<file path="src/rtl/dev_bus_arbiter_if.sv">
// dev_bus_arbiter_if -- one master's port onto the shared peripheral bus.
//   req/we/addr/wd : request from the master (addr is a word address [31:2])
//   ack/rd/err     : one-cycle completion pulse, read data and fault flag
// modport master : the requesting side (CPU mem stage, DMA/debug, testbench)
// modport slave  : the arbiter side
interface dev_bus_arbiter_if;
  logic        req;
  logic        we;
  logic [29:0] addr;
  logic [31:0] wd;
  logic        ack;
  logic [31:0] rd;
  logic        err;

  modport master (output req, we, addr, wd, input  ack, rd, err);
  modport slave  (input  req, we, addr, wd, output ack, rd, err);
endinterface

</file>
<file path="src/rtl/dev_bus_arbiter.sv">
// dev_bus_arbiter -- shared peripheral bus between two masters and two timers.
//   Arbitrates m0 (CPU) / m1 (DMA/debug), decodes the word address to DEV0 or
//   DEV1, runs a single-outstanding IDLE -> ACCESS -> RESP access and returns
//   ack/rd/err to the winner. Also registers the HWInt[15:10] vector.
// Ports:
//   clk, reset        : clock, synchronous active-high reset
//   m0, m1            : master ports (dev_bus_arbiter_if.slave)
//   dev_addr, dev_wd  : shared word offset / write data, driven only in ACCESS
//   dev0_we, dev1_we  : one-cycle write strobes
//   dev0_rd, dev1_rd  : combinational device read data
//   dev0_irq, dev1_irq, ext_irq : interrupt sources
//   hwint             : registered {ext_irq, dev1_irq, dev0_irq}
// Build option: ARB_RR_EN selects round-robin arbitration on contention;
//   without it master 0 always wins contention.
module dev_bus_arbiter #(
  parameter logic [31:0] DEV0_BASE = 32'h0000_7f00,
  parameter logic [31:0] DEV1_BASE = 32'h0000_7f10,
  parameter int          DEV_WORDS = 3,
  parameter int          RO_WORD   = 2
) (
  input  logic                    clk,
  input  logic                    reset,
  dev_bus_arbiter_if.slave        m0,
  dev_bus_arbiter_if.slave        m1,
  output logic [1:0]              dev_addr,
  output logic [31:0]             dev_wd,
  output logic                    dev0_we,
  output logic                    dev1_we,
  input  logic [31:0]             dev0_rd,
  input  logic [31:0]             dev1_rd,
  input  logic                    dev0_irq,
  input  logic                    dev1_irq,
  input  logic [3:0]              ext_irq,
  output logic [5:0]              hwint
);
  localparam logic [1:0] S_IDLE   = 2'd0;
  localparam logic [1:0] S_ACCESS = 2'd1;
  localparam logic [1:0] S_RESP   = 2'd2;

  localparam logic [29:0] B0 = DEV0_BASE[31:2];
  localparam logic [29:0] B1 = DEV1_BASE[31:2];

  typedef struct packed {
    logic        id;
    logic        we;
    logic [29:0] addr;
    logic [31:0] wd;
  } req_t;

  logic [1:0]  state;
  logic        last_grant;
  req_t        q;
  logic [31:0] rd_q;
  logic        err_q;

  logic [1:0]  req;
  logic        gnt_nxt;
  assign req = {m1.req, m0.req};

  // ---- arbitration ----
`ifdef ARB_RR_EN
  always_comb begin
    if (req == 2'b11) gnt_nxt = ~last_grant;
    else              gnt_nxt = req[1] & ~req[0];
  end
`else
  // Master 0 wins whenever it requests; last_grant is kept for compatibility.
  always_comb gnt_nxt = ~req[0];
  logic unused_last_grant;
  assign unused_last_grant = last_grant;
`endif

  // ---- decode of the latched address ----
  // Unsigned subtract: addresses below a base wrap to huge offsets, so one
  // compare covers both range ends.
  logic [29:0] off0, off1;
  logic        hit0, hit1, err_w;
  logic [1:0]  off;
  always_comb begin
    off0  = q.addr - B0;
    off1  = q.addr - B1;
    hit0  = off0 < 30'(DEV_WORDS);
    hit1  = off1 < 30'(DEV_WORDS);
    off   = hit1 ? off1[1:0] : off0[1:0];
    err_w = !(hit0 || hit1) || (q.we && off == 2'(RO_WORD));
  end

  // ---- state ----
  always_ff @(posedge clk) begin
    if (reset) begin
      state      <= S_IDLE;
      last_grant <= 1'b1;
      q          <= '0;
      rd_q       <= '0;
      err_q      <= 1'b0;
      hwint      <= '0;
    end else begin
      hwint <= {ext_irq, dev1_irq, dev0_irq};
      case (state)
        S_IDLE: if (|req) begin
          q.id       <= gnt_nxt;
          q.we       <= gnt_nxt ? m1.we   : m0.we;
          q.addr     <= gnt_nxt ? m1.addr : m0.addr;
          q.wd       <= gnt_nxt ? m1.wd   : m0.wd;
          last_grant <= gnt_nxt;
          state      <= S_ACCESS;
        end
        S_ACCESS: begin
          if (q.we)      rd_q <= '0;
          else if (hit0) rd_q <= dev0_rd;
          else if (hit1) rd_q <= dev1_rd;
          else           rd_q <= '0;
          err_q <= err_w;
          state <= S_RESP;
        end
        S_RESP:  state <= S_IDLE;
        default: state <= S_IDLE;
      endcase
    end
  end

  // ---- outputs ----
  // Gated by reset so a reset landing in ACCESS/RESP never leaks a strobe or ack.
  logic in_acc, in_resp;
  assign in_acc  = (state == S_ACCESS) && !reset;
  assign in_resp = (state == S_RESP) && !reset;

  assign dev_addr = in_acc ? off  : 2'b0;
  assign dev_wd   = in_acc ? q.wd : 32'b0;
  assign dev0_we  = in_acc && q.we && hit0 && !err_w;
  assign dev1_we  = in_acc && q.we && hit1 && !err_w;

  assign m0.ack = in_resp && !q.id;
  assign m0.rd  = m0.ack ? rd_q : 32'b0;
  assign m0.err = m0.ack && err_q;
  assign m1.ack = in_resp && q.id;
  assign m1.rd  = m1.ack ? rd_q : 32'b0;
  assign m1.err = m1.ack && err_q;
endmodule

</file>
<file path="src/flat_wrapper.sv">
// flat-port wrapper written by rule: the top's interface ports become plain ports
module dev_bus_arbiter_flat 
#(
  parameter logic [31:0] DEV0_BASE = 32'h0000_7f00,
  parameter logic [31:0] DEV1_BASE = 32'h0000_7f10,
  parameter int          DEV_WORDS = 3,
  parameter int          RO_WORD   = 2
)
  (clk, reset, dev_addr, dev_wd, dev0_we, dev1_we, dev0_rd, dev1_rd, dev0_irq, dev1_irq, ext_irq, hwint, m0_req, m0_we, m0_addr, m0_wd, m0_ack, m0_rd, m0_err, m1_req, m1_we, m1_addr, m1_wd, m1_ack, m1_rd, m1_err);
  dev_bus_arbiter_if m0_i ();
  dev_bus_arbiter_if m1_i ();
  input  logic clk;
  input  logic reset;
  output logic [1:0] dev_addr;
  output logic [31:0] dev_wd;
  output logic dev0_we;
  output logic dev1_we;
  input  logic [31:0] dev0_rd;
  input  logic [31:0] dev1_rd;
  input  logic dev0_irq;
  input  logic dev1_irq;
  input  logic [3:0] ext_irq;
  output logic [5:0] hwint;
  input wire logic [$bits(m0_i.req)-1:0] m0_req;
  input wire logic [$bits(m0_i.we)-1:0] m0_we;
  input wire logic [$bits(m0_i.addr)-1:0] m0_addr;
  input wire logic [$bits(m0_i.wd)-1:0] m0_wd;
  output wire logic [$bits(m0_i.ack)-1:0] m0_ack;
  output wire logic [$bits(m0_i.rd)-1:0] m0_rd;
  output wire logic [$bits(m0_i.err)-1:0] m0_err;
  input wire logic [$bits(m1_i.req)-1:0] m1_req;
  input wire logic [$bits(m1_i.we)-1:0] m1_we;
  input wire logic [$bits(m1_i.addr)-1:0] m1_addr;
  input wire logic [$bits(m1_i.wd)-1:0] m1_wd;
  output wire logic [$bits(m1_i.ack)-1:0] m1_ack;
  output wire logic [$bits(m1_i.rd)-1:0] m1_rd;
  output wire logic [$bits(m1_i.err)-1:0] m1_err;
  assign m0_i.req = m0_req;
  assign m0_i.we = m0_we;
  assign m0_i.addr = m0_addr;
  assign m0_i.wd = m0_wd;
  assign m0_ack = m0_i.ack;
  assign m0_rd = m0_i.rd;
  assign m0_err = m0_i.err;
  assign m1_i.req = m1_req;
  assign m1_i.we = m1_we;
  assign m1_i.addr = m1_addr;
  assign m1_i.wd = m1_wd;
  assign m1_ack = m1_i.ack;
  assign m1_rd = m1_i.rd;
  assign m1_err = m1_i.err;
  dev_bus_arbiter #(.DEV0_BASE(DEV0_BASE), .DEV1_BASE(DEV1_BASE), .DEV_WORDS(DEV_WORDS), .RO_WORD(RO_WORD)) u_core (.clk(clk), .reset(reset), .m0(m0_i), .m1(m1_i), .dev_addr(dev_addr), .dev_wd(dev_wd), .dev0_we(dev0_we), .dev1_we(dev1_we), .dev0_rd(dev0_rd), .dev1_rd(dev1_rd), .dev0_irq(dev0_irq), .dev1_irq(dev1_irq), .ext_irq(ext_irq), .hwint(hwint));
endmodule
</file>
<file path="config.mk">
export PLATFORM = sky130hd
export DESIGN_NAME = dev_bus_arbiter_flat
export DESIGN_NICKNAME = d
export VERILOG_FILES = /design/src/rtl/dev_bus_arbiter_if.sv /design/src/rtl/dev_bus_arbiter.sv /design/src/flat_wrapper.sv
export SDC_FILE = /design/constraint.sdc
export NUM_CORES = 1
export LEC_CHECK = 0
export ABC_AREA = 1
export BUFFER_PORTS_ARGS = -buffer_cell sky130_fd_sc_hd__buf_2
export CAP_MARGIN = 20
export CORE_AREA = 2 2 160 99
export CTS_CLUSTER_DIAMETER = 200
export DETAILED_ROUTE_END_ITERATION = 6
export DIE_AREA = 0 0 162 101
export PLACE_DENSITY = 0.78
export SLEW_MARGIN = 10
export SYNTH_ARGS = -nofsm -noshare
export SYNTH_HDL_FRONTEND = slang
export SYNTH_SLANG_ARGS = --single-unit
</file>
<file path="constraint.sdc">
create_clock -name clk -period 2.4 [get_ports clk]
set_input_delay 0.48 -clock clk [delete_from_list [all_inputs] [get_ports clk]]
set_output_delay 0.48 -clock clk [all_outputs]
set_load 0.01 [all_outputs]
</file>
==> impl_metrics.env, run 1 <==
export IMPL_timing_slew_headroom_pct=54.55
export IMPL_power_switching_mw=1.690
export IMPL_portBuffers=309
export IMPL_syn_nets=1303
export IMPL_hold_buffers=0
export IMPL_final_cell_area_um2=9199
export IMPL_cp_required_ns=1.92
export IMPL_crit_type="flip-flop to output pin"
export IMPL_synth_area_um2=6608
export IMPL_hold_viol_final=0
export IMPL_num_antenna_cells=0
export IMPL_cts_sinks=105
export IMPL_wl_um=23160
export IMPL_slew_violations=0
export IMPL_antenna_found_initial=1
export IMPL_power_density_nw_per_um2=526.2
export IMPL_yosys_register_bits=105
export IMPL_regToRegEndpoint="u_core.rd_q[0]"
export IMPL_seq_power_share_pct=41.3
export IMPL_rrSetupSlack_ns=0.12
export IMPL_fin_ws_ns=-0.1806
export IMPL_vias=8209
export IMPL_cp_arrival_ns=2.10
export IMPL_clockRootBuffer="clkbuf_16"
export IMPL_path_max_fanout=5
export IMPL_cts_tree="built"
export IMPL_setup_violations=2
export IMPL_dpl_hpwl_um=17280
export IMPL_grt_first_pass_wirelength_um=36340
export IMPL_max_freq_mhz=387.5
export IMPL_ys_types=28
export IMPL_area_growth_pct=39.22
export IMPL_layout_drive_gt1_share_pct=36.23
export IMPL_avgSynthCellArea_um2=5.991
export IMPL_grt_use_total_pct=27.29
export IMPL_core_area_um2=14980
export IMPL_drc=0
export IMPL_tightest_slew_ns=0.6818
export IMPL_drv_cap=0
export IMPL_power_leakage_nw=4.637
export IMPL_hold_path_class="input pin to flip-flop"
export IMPL_max_vdd_ir_drop_mv=0.4645
export IMPL_grt_max_degree=57
export IMPL_reg2reg_from="u_core.q[39]"
export IMPL_drt_initial_drc_count=812
export IMPL_timing_final_crit_share_pct=107.5
export IMPL_cts_buffers=9
export IMPL_dr_pass1_iters=5
export IMPL_nets=1609
export IMPL_startpoint_type="flip-flop"
export IMPL_die_y_um=101
export IMPL_min_delay_start="ext_irq[3]"
export IMPL_seq_area_frac_synth_pct=31.81
export IMPL_wl_per_cell_um=14.33
export IMPL_gr_total_overflow=0
export IMPL_fp_row_count=35
export IMPL_clkLatencyLatePin_ns=0.35
export IMPL_htreeDepth=3
export IMPL_status="complete, but fails checks"
export IMPL_cts_buffer_depth=2
export IMPL_rsz0062_at_grt="yes"
export IMPL_power_frac_comb_pct=29.3
export IMPL_endpoint_kind="output pin"
export IMPL_fillers=1494
export IMPL_fin_crit_ns=2.581
export IMPL_die_area_um2=16360
export IMPL_r2r_cells=16
export IMPL_grt_pass1_vias=7485
export IMPL_hold_path_end="u_core.hwint[5]"
export IMPL_finalClockSkew_ns=0.01091
export IMPL_pin_count=310
export IMPL_synthCells=1103
export IMPL_finalHoldWorstSlack_ns=0.3286
export IMPL_p_int_mw=3.151
export IMPL_switching_share_pct=34.90
export IMPL_hold_depth=3
export IMPL_start_util_pct=44.12
export IMPL_violations="setup timing"
export IMPL_clk_pin_slew_ns=0.08
export IMPL_clkPwrFrac_pct=29.4
export IMPL_postPlaceCellArea_um2=8459
export IMPL_antenna_left=0
export IMPL_die_w_um=162
export IMPL_gp_congestion=1.007
export IMPL_via_per_inst=5.080
export IMPL_synth_warnings=0
power groups by stage:
| stage | logic, mW | clock network (mW) | registers (mW) |
|---|---|---|---|
| finish | 1.42 | 1.43 | 2.00 |
| floorplan | 0.759 | 0 | 1.99 |
| global route | 1.57 | 1.52 | 2.01 |
| detailed placement | 1.24 | 0 | 2.01 |
| global placement | 1.25 | 0 | 2.01 |
| CTS | 1.30 | 1.44 | 1.98 |
synthesized netlist by cell type, drive strengths merged:
master,count,area [um2]
xor2,3,26.28
nor2,161,674.4
buf,24,141.4
nand4,43,281.5
o21ai,70,350.3
a31oi,64,400.4
nand2,331,1260
dfxtp,105,2102
nand3,34,190.2
inv,144,540.5
or2,3,18.77
clkinv,4,20.02
xnor2,1,8.760
a21oi,66,401.6
clkbuf,47,176.4
nor3,3,15.01
cells by family after synthesis:
logic type	Yosys count	share of synthesized area, %
AOI/OAI and AO/OA	200	17.44
xor gates and xnor gates	4	0.5303
buffers and inverters	219	13.29
DFF	105	31.81
and+or+nand+nor	575	36.92
cells in the final DEF, fill, tap and decap left out, types with 3 or more instances in the layout:
cell type  instances
clkbuf_16          9
nor2_4            17
dfxtp_1           88
a31oi_1           64
a21oi_1           46
nand2_4            6
clkinv_2           3
nand3_2            9
nand2_1          309
inv_2             12
buf_6              4
a21oi_2           20
or2_2              3
nand2_2           16
o21ai_0           69
nand4_1           41
nand3_1           21
buf_12             6
nor2_1           125
buf_2            309
nand3_4            4
dfxtp_2           11
buf_4             47
nor2_2            19
inv_1            130
dfxtp_4            6
metrics by stage:
stage	power, mW	TNS (ns)	setup slack (ns)	std cells	util (%)
final	4.841	-0.3463	-0.1806	1616	61.42
after global routing	5.106	-1.074	-0.3138	1616	61.42
after CTS	4.717	-0.4264	-0.2167	1610	59.66
after detailed placement	3.251	-0.6487	-0.05975	1588	56.48
after global placement	3.251	-0.01180	-0.01180	1588	56.48
after floorplan	2.749	0	0.1197	1103	-
critical path, cell delays in order, from the launching register on:
cell     delay [ns]
dfxtp_4        0.39
nor2_2         0.16
nand2_2        0.11
nor2_2         0.16
nand4_1        0.14
nand2_1        0.10
nand3_1        0.09
nor2_2         0.12
nand2_2        0.08
nor2_4         0.15
inv_2          0.05
nor2_2         0.06
buf_2          0.14
how the worst max path moves through the flow:
| stage | from | endpoint | cells past startpoint | slack [ns] |
|---|---|---|---|---|
| final | u_core.q[53] | dev0_we | 12 | -0.18 |
| after global placement | u_core.q[53] | dev0_we | 12 | -0.01 |
| after global routing | u_core.q[39] | dev0_we | 12 | -0.31 |
| after CTS | u_core.q[52] | dev0_we | 15 | -0.22 |
| after detailed placement | u_core.q[38] | u_core.rd_q[0] | 13 | -0.06 |
| after floorplan | u_core.q[43] | dev1_we | 13 | 0.12 |
per-layer routing:
layer  global-route usage, %  wire (um)  vias up
met4                   4.152        187        0
met2                   44.81      10460      338
met1                   37.37      10620     3731
li1                        -          -     4120
met3                   6.417       1893       20
met5                       0          0        -
sequential cells by signal (all words and copies together), names as in the netlist:
signal and count:
u_core.hwint 6, u_core.q 64, u_core.err_q 1, u_core.rd_q 32, u_core.state 2
layout make-up:
cell class                 instances  area [um2]  area share (%)
multi-input combinational        779        3897           42.37
sequential                       105        2138           23.25
timing repair buffer             366        2064           22.44
inverter                         148       568.0           6.175
tap                              203       254.0           2.761
clock buffer                       9       225.2           2.448
clock inverter                     6       51.30          0.5577
repair_timing:
item | CTS | global route
resized for setup | 41 | 69
setup endpoints to repair | 36 | 68
pin swaps | 16 | 31
buffers inserted | 7 | 7
Power figures use the tool's default switching activity.
==> run 2: changes to the inputs <==
--- a/config.mk
+++ b/config.mk
@@ -6,7 +6,7 @@
 export NUM_CORES = 1
 export LEC_CHECK = 0
 export ABC_AREA = 1
-export BUFFER_PORTS_ARGS = -buffer_cell sky130_fd_sc_hd__buf_2
+export BUFFER_PORTS_ARGS = -buffer_cell sky130_fd_sc_hd__buf_4
 export CAP_MARGIN = 20
 export CORE_AREA = 2 2 160 99
 export CTS_CLUSTER_DIAMETER = 200
==> run 2 against run 1 <==
Compared with the run above: die area unchanged; non-clock buffer count down 4; the run still ends with setup timing left; total power up 2.0%; critical path depth up 3; largest power group unchanged; combinational power about the same; cell area up 7.8%; highest routed layer unchanged; largest cell class unchanged; clock skew about the same; core utilization up 4.8 points; worst setup slack worse by 0.0069 ns; count of clock-buffer cells in the layout unchanged.
==> impl_metrics.env, run 2 (synthesis gave the netlist of run 1 again) <==
export IMPL_status="complete, but fails checks"
export IMPL_violations="setup timing"
export IMPL_timing_final_crit_share_pct=107.8
export IMPL_drt_initial_drc_count=618
export IMPL_die_w_um=162
export IMPL_largest_register="u_core.q"
export IMPL_mostFrequentLayoutCells="buf_4, nand2_1, inv_1"
export IMPL_cts_buffer_depth=2
export IMPL_cp_required_ns=1.92
export IMPL_power_leakage_nw=4.768
export IMPL_p_int_mw=3.242
export IMPL_postPlaceCellArea_um2=9210
export IMPL_grt_use_met1_pct=38.42
export IMPL_fin_ws_ns=-0.1875
export IMPL_power_frac_comb_pct=29.4
export IMPL_reg_top3="u_core.q (64), u_core.rd_q (32), u_core.hwint (6)"
export IMPL_num_antenna_cells=0
export IMPL_grt_first_pass_wirelength_um=37840
export IMPL_setup_tns_ns=-0.3382
export IMPL_switching_share_pct=34.33
export IMPL_hold_buffers=0
export IMPL_gr_total_overflow=0
export IMPL_use_met3_pct=8.680
export IMPL_clkLatencyLatePin_ns=0.35
export IMPL_multi_input_area_um2=3885
export IMPL_power_switching_mw=1.695
export IMPL_max_vdd_ir_drop_mv=0.4033
export IMPL_largest_reg_flops=64
export IMPL_rsz0062_at_grt="yes"
export IMPL_antenna_left=0
export IMPL_htreeDepth=3
export IMPL_fillers=1397
export IMPL_grt_max_degree=129
export IMPL_hold_path_class="input pin to flip-flop"
export IMPL_portBuffers=309
export IMPL_die_area_um2=16360
export IMPL_endpoint_kind="output pin"
export IMPL_max_freq_mhz=386.5
export IMPL_gp_congestion=0.9602
export IMPL_grt_pass1_vias=7600
export IMPL_finalClockSkew_ns=0.01061
export IMPL_die_y_um=101
export IMPL_startpoint_type="flip-flop"
export IMPL_layout_commonest_cell="buf_4"
export IMPL_power_density_nw_per_um2=497.8
export IMPL_wl_um=24340
export IMPL_regArea_um2=2147
export IMPL_drv_cap=0
export IMPL_final_cell_area_um2=9918
export IMPL_dpl_hpwl_um=17840
export IMPL_cts_sinks=105
export IMPL_grt_busiest_layer="met2"
export IMPL_grt_use_met2_pct=45.53
export IMPL_dr_pass1_iters=5
export IMPL_tightest_slew_ns=0.6646
export IMPL_vias=8301
export IMPL_core_area_um2=14980
export IMPL_finalPower_mw=4.937
export IMPL_slew_violations=0
export IMPL_fp_row_count=35
export IMPL_finalHoldWorstSlack_ns=0.3293
export IMPL_cts_tree="built"
export IMPL_start_util_pct=44.12
export IMPL_seq_power_share_pct=40.6
export IMPL_grt_use_total_pct=28.46
export IMPL_cp_arrival_ns=2.11
export IMPL_fin_crit_ns=2.588
export IMPL_final_util_pct=66.22
export IMPL_pin_count=310
export IMPL_setup_violations=2
export IMPL_drc=0
export IMPL_clkPwrFrac_pct=30.0
export IMPL_wl_per_cell_um=15.07
export IMPL_path_max_fanout=5
export IMPL_crit_type="flip-flop to output pin"
export IMPL_area_growth_pct=50.10
export IMPL_via_per_inst=5.140
export IMPL_antenna_found_initial=0
export IMPL_hold_viol_final=0
export IMPL_cts_buffers=9
export IMPL_layout_drive_gt1_share_pct=35.76
export IMPL_nets=1607
export IMPL_clockRootBuffer="clkbuf_16"
export IMPL_timing_slew_headroom_pct=55.69
export IMPL_clk_pin_slew_ns=0.08
[run 2: power by group through the flow]
stage	clock network (mW)	logic [mW]	registers, mW
after CTS	1.52	1.38	1.99
after global placement	0	1.33	2.01
after floorplan	0	0.759	1.99
final	1.48	1.45	2.00
after detailed placement	0	1.34	2.01
after global routing	1.60	1.61	2.02
[run 2: repair_timing]
item                                    4_1_cts  5_1_grt
setup buffers                                 3        9
gates cloned                                  1        1
endpoints found under the setup margin       45       68
pin swaps                                    12       23
gates resized for setup                      46       58
[run 2: worst paths after layout]
path                                         to  cells after the start  slack [ns]            from
worst max-delay path                    dev0_we                     15       -0.19    u_core.q[52]
worst min-delay path            u_core.hwint[5]                      3        0.33      ext_irq[3]
worst max register to register  u_core.rd_q[25]                     14        0.13    u_core.q[35]
worst min register to register   u_core.rd_q[9]                      2        0.47  u_core.rd_q[9]
[run 2: per-stage QoR]
| step | cells | setup WS [ns] |
|---|---|---|
| after floorplan | 1103 | 0.1197 |
| after global placement | 1585 | 0.01913 |
| after detailed placement | 1585 | -0.03674 |
| after CTS | 1605 | -0.1736 |
| after global routing | 1615 | -0.3088 |
| final | 1615 | -0.1875 |
[run 2: area by class of cell]
| type | count | area share, % |
|---|---|---|
| multi-input combinational | 781 | 39.17 |
| timing repair buffer | 362 | 27.97 |
| sequential | 105 | 21.65 |
| inverter | 148 | 5.664 |
| tap | 203 | 2.561 |
| clock buffer | 9 | 2.271 |
| clock inverter | 7 | 0.7191 |
[run 2: routing by layer]
layer / part of all wire (%) / wire length, um / vias to the layer above
met2: 45 / 11030 / 353
met4: 1.0 / 254 / 0
met1: 44 / 10630 / 3812
met3: 10 / 2428 / 24
met5: 0 / 0 / -
li1: - / - / 4112
[run 2: critical path: stages, from the launching register on]
cell     delay, ns
dfxtp_2       0.34
buf_6         0.13
nor2_2        0.09
nand2_2       0.08
inv_2         0.07
nand2_4       0.06
nor2_4        0.13
nand3_2       0.09
nand2_1       0.07
nand2_1       0.06
nor2_2        0.14
nand3_2       0.12
nor2_4        0.12
inv_2         0.05
nor2_2        0.11
buf_6         0.11
==> run 3: changes to the inputs <==
--- a/config.mk
+++ b/config.mk
@@ -12,7 +12,7 @@
 export CTS_CLUSTER_DIAMETER = 200
 export DETAILED_ROUTE_END_ITERATION = 6
 export DIE_AREA = 0 0 162 101
-export PLACE_DENSITY = 0.78
+export PLACE_DENSITY = 0.75
 export SLEW_MARGIN = 10
 export SYNTH_ARGS = -nofsm -noshare
 export SYNTH_HDL_FRONTEND = slang
==> run 3 against run 2 <==
Compared with the run above: the flow still finishes with violations (setup timing); critical endpoint unchanged; largest cell class unchanged; register-to-register slack got worse by 0.10 ns; sequential cell count unchanged; global-route usage increased by 0.27 points; combinational power about the same; sequential power about the same; clock power increased by 5%; clock skew decreased by 0.0017 ns; die area unchanged; cell area about the same.
==> impl_metrics.env, run 3 (synthesis gave the netlist of run 1 again) <==
export IMPL_clkLatencyLatePin_ns=0.35
export IMPL_rsz0062_at_grt="yes"
export IMPL_cts_sinks=105
export IMPL_setup_violations=2
export IMPL_nets=1607
export IMPL_setup_tns_ns=-0.5179
export IMPL_postPlaceCellArea_um2=9250
export IMPL_power_leakage_nw=4.768
export IMPL_wl_um=24440
export IMPL_fp_row_count=35
export IMPL_num_antenna_cells=0
export IMPL_crit_buf_inv=3
export IMPL_tightest_slew_ns=0.7054
export IMPL_crit_type="flip-flop to output pin"
export IMPL_finalClockSkew_ns=0.008891
export IMPL_pre_cts_slack_ns=-0.004068
export IMPL_final_cell_area_um2=9911
export IMPL_timing_slew_headroom_pct=52.97
export IMPL_drc=0
export IMPL_clockRootBuffer="clkbuf_16"
export IMPL_fin_ws_ns=-0.2696
export IMPL_max_freq_mhz=374.6
export IMPL_core_area_um2=14980
export IMPL_reg_top3="u_core.q (64), u_core.rd_q (32), u_core.hwint (6)"
export IMPL_cp_required_ns=1.92
export IMPL_cp_arrival_ns=2.19
export IMPL_power_density_nw_per_um2=505.0
export IMPL_worst_path_max_delay_cell="dfxtp_2"
export IMPL_grt_max_degree=129
export IMPL_drv_cap=0
export IMPL_violations="setup timing"
export IMPL_htreeDepth=3
export IMPL_portBuffers=309
export IMPL_finalPower_mw=5.005
export IMPL_clk_pin_slew_ns=0.08
export IMPL_cts_buffer_depth=2
export IMPL_largest_register="u_core.q"
export IMPL_area_growth_pct=49.99
export IMPL_p_int_mw=3.328
export IMPL_antenna_left=0
export IMPL_drt_initial_drc_count=754
export IMPL_die_y_um=101
export IMPL_cts_buffers=9
export IMPL_die_area_um2=16360
export IMPL_path_cells="nand2_4 > nor2_4 > nand2_4 > buf_4 > nand3_2 > nand4_1 > nor2_2 > nand3_2 > nor2_4 > inv_2 > nor2_2 > buf_6"
export IMPL_vias=8129
export IMPL_seq_power_share_pct=39.8
export IMPL_power_switching_mw=1.677
export IMPL_cpPeakStageDelay_ns=0.39
export IMPL_largest_reg_flops=64
export IMPL_endpoint_kind="output pin"
export IMPL_die_w_um=162
export IMPL_cp_top_family="simple AND/OR/NAND/NOR gates"
export IMPL_fin_crit_ns=2.670
export IMPL_cts_tree="built"
export IMPL_dr_pass1_iters=5
export IMPL_wl_per_cell_um=15.13
export IMPL_startpoint_type="flip-flop"
export IMPL_gp_congestion=0.9869
export IMPL_timing_final_crit_share_pct=111.2
export IMPL_hold_path_class="input pin to flip-flop"
export IMPL_hold_buffers=0
export IMPL_grt_pass1_vias=7463
export IMPL_layout_drive_gt1_share_pct=34.49
export IMPL_pin_count=310
export IMPL_switching_share_pct=33.51
export IMPL_status="complete, but fails checks"
export IMPL_antenna_found_initial=2
export IMPL_mostFrequentLayoutCells="buf_4, nand2_1, inv_1"
export IMPL_max_vdd_ir_drop_mv=0.3549
export IMPL_finalHoldWorstSlack_ns=0.3236
export IMPL_start_util_pct=44.12
export IMPL_grt_first_pass_wirelength_um=37970
export IMPL_layout_commonest_cell="buf_4"
export IMPL_clkPwrFrac_pct=31.1
export IMPL_path_max_fanout=6
export IMPL_gr_total_overflow=0
export IMPL_slew_violations=0
export IMPL_grt_use_total_pct=28.73
export IMPL_power_frac_comb_pct=29.1
export IMPL_dpl_hpwl_um=17770
export IMPL_hold_viol_final=0
export IMPL_via_per_inst=5.033
## run 3: cell types whose count changed in the layout (fill, tap and decap cells not counted), moves of 3 or more
| cell | previous run | this run |
|---|---|---|
| dfxtp_1 | 85 | 92 |
| nor2_2 | 21 | 17 |
| nor2_1 | 124 | 131 |
| buf_12 | 3 | 6 |
| inv_2 | 11 | 8 |
| nor2_4 | 17 | 13 |
| dfxtp_4 | 8 | 0 |
## run 3: area by class of cell
| type | count | area (um2) |
|---|---|---|
| inverters | 148 | 561.8 |
| clock inverters | 7 | 86.33 |
| multi-input cells | 780 | 3846 |
| flip-flops and latches | 105 | 2118 |
| fillers | 1419 | 5066 |
| repair buffers | 363 | 2819 |
| well taps | 203 | 254.0 |
| clock buffers | 9 | 225.2 |
## run 3: what timing repair did
action,in CTS,in global routing
pin swaps,20,24
gates resized for setup,42,31
cloned,1,0
endpoints found under the setup margin,20,68
endpoints found under the hold margin,0,0
setup buffers,8,3
## run 3: worst reg2reg max path: cells and delay by family (launching register included)
family	cells	cell delay, ns
AND/OR/NAND/NOR	11	1.32
flip-flops	1	0.35
buffers and inverters	1	0.34
AO/OA/AOI/OAI	2	0.28
## run 3: path summary, 6_finish.rpt
path              depth (start not counted)               to  slack [ns]             from
hold reg to reg                           2  u_core.rd_q[10]        0.47  u_core.rd_q[10]
setup / recovery                         12          dev0_we       -0.27     u_core.q[38]
hold / removal                            3  u_core.hwint[1]        0.32         dev1_irq
setup reg to reg                         14   u_core.rd_q[5]        0.03     u_core.q[35]
## run 3: stage by stage
| stage | util (%) | std cells |
|---|---|---|
| 6_report | 66.17 | 1615 |
| 5_1_grt | 66.17 | 1615 |
| 4_1_cts | 65.22 | 1612 |
| 3_5_place_dp | 61.76 | 1587 |
| 3_3_place_gp | 61.76 | 1587 |
| 2_1_floorplan | - | 1103 |
## run 3: layer usage
metal,global-route usage [%],vias up,share of wire [%]
li1,-,4116,-
met1,38.49,3679,45
met2,45.99,302,45
met3,9.214,28,9.5
met4,5.174,4,1.2
met5,0,-,0.12
## run 3: power groups by stage
stage                     Combinational [mW]  Clock (mW)  Sequential (mW)
after global placement                  1.33           0             2.01
after global routing                    1.60        1.66             2.01
after floorplan                        0.759           0             1.99
after detailed placement                1.33           0             2.01
after CTS                               1.40        1.59             1.98
final                                   1.46        1.56             1.99
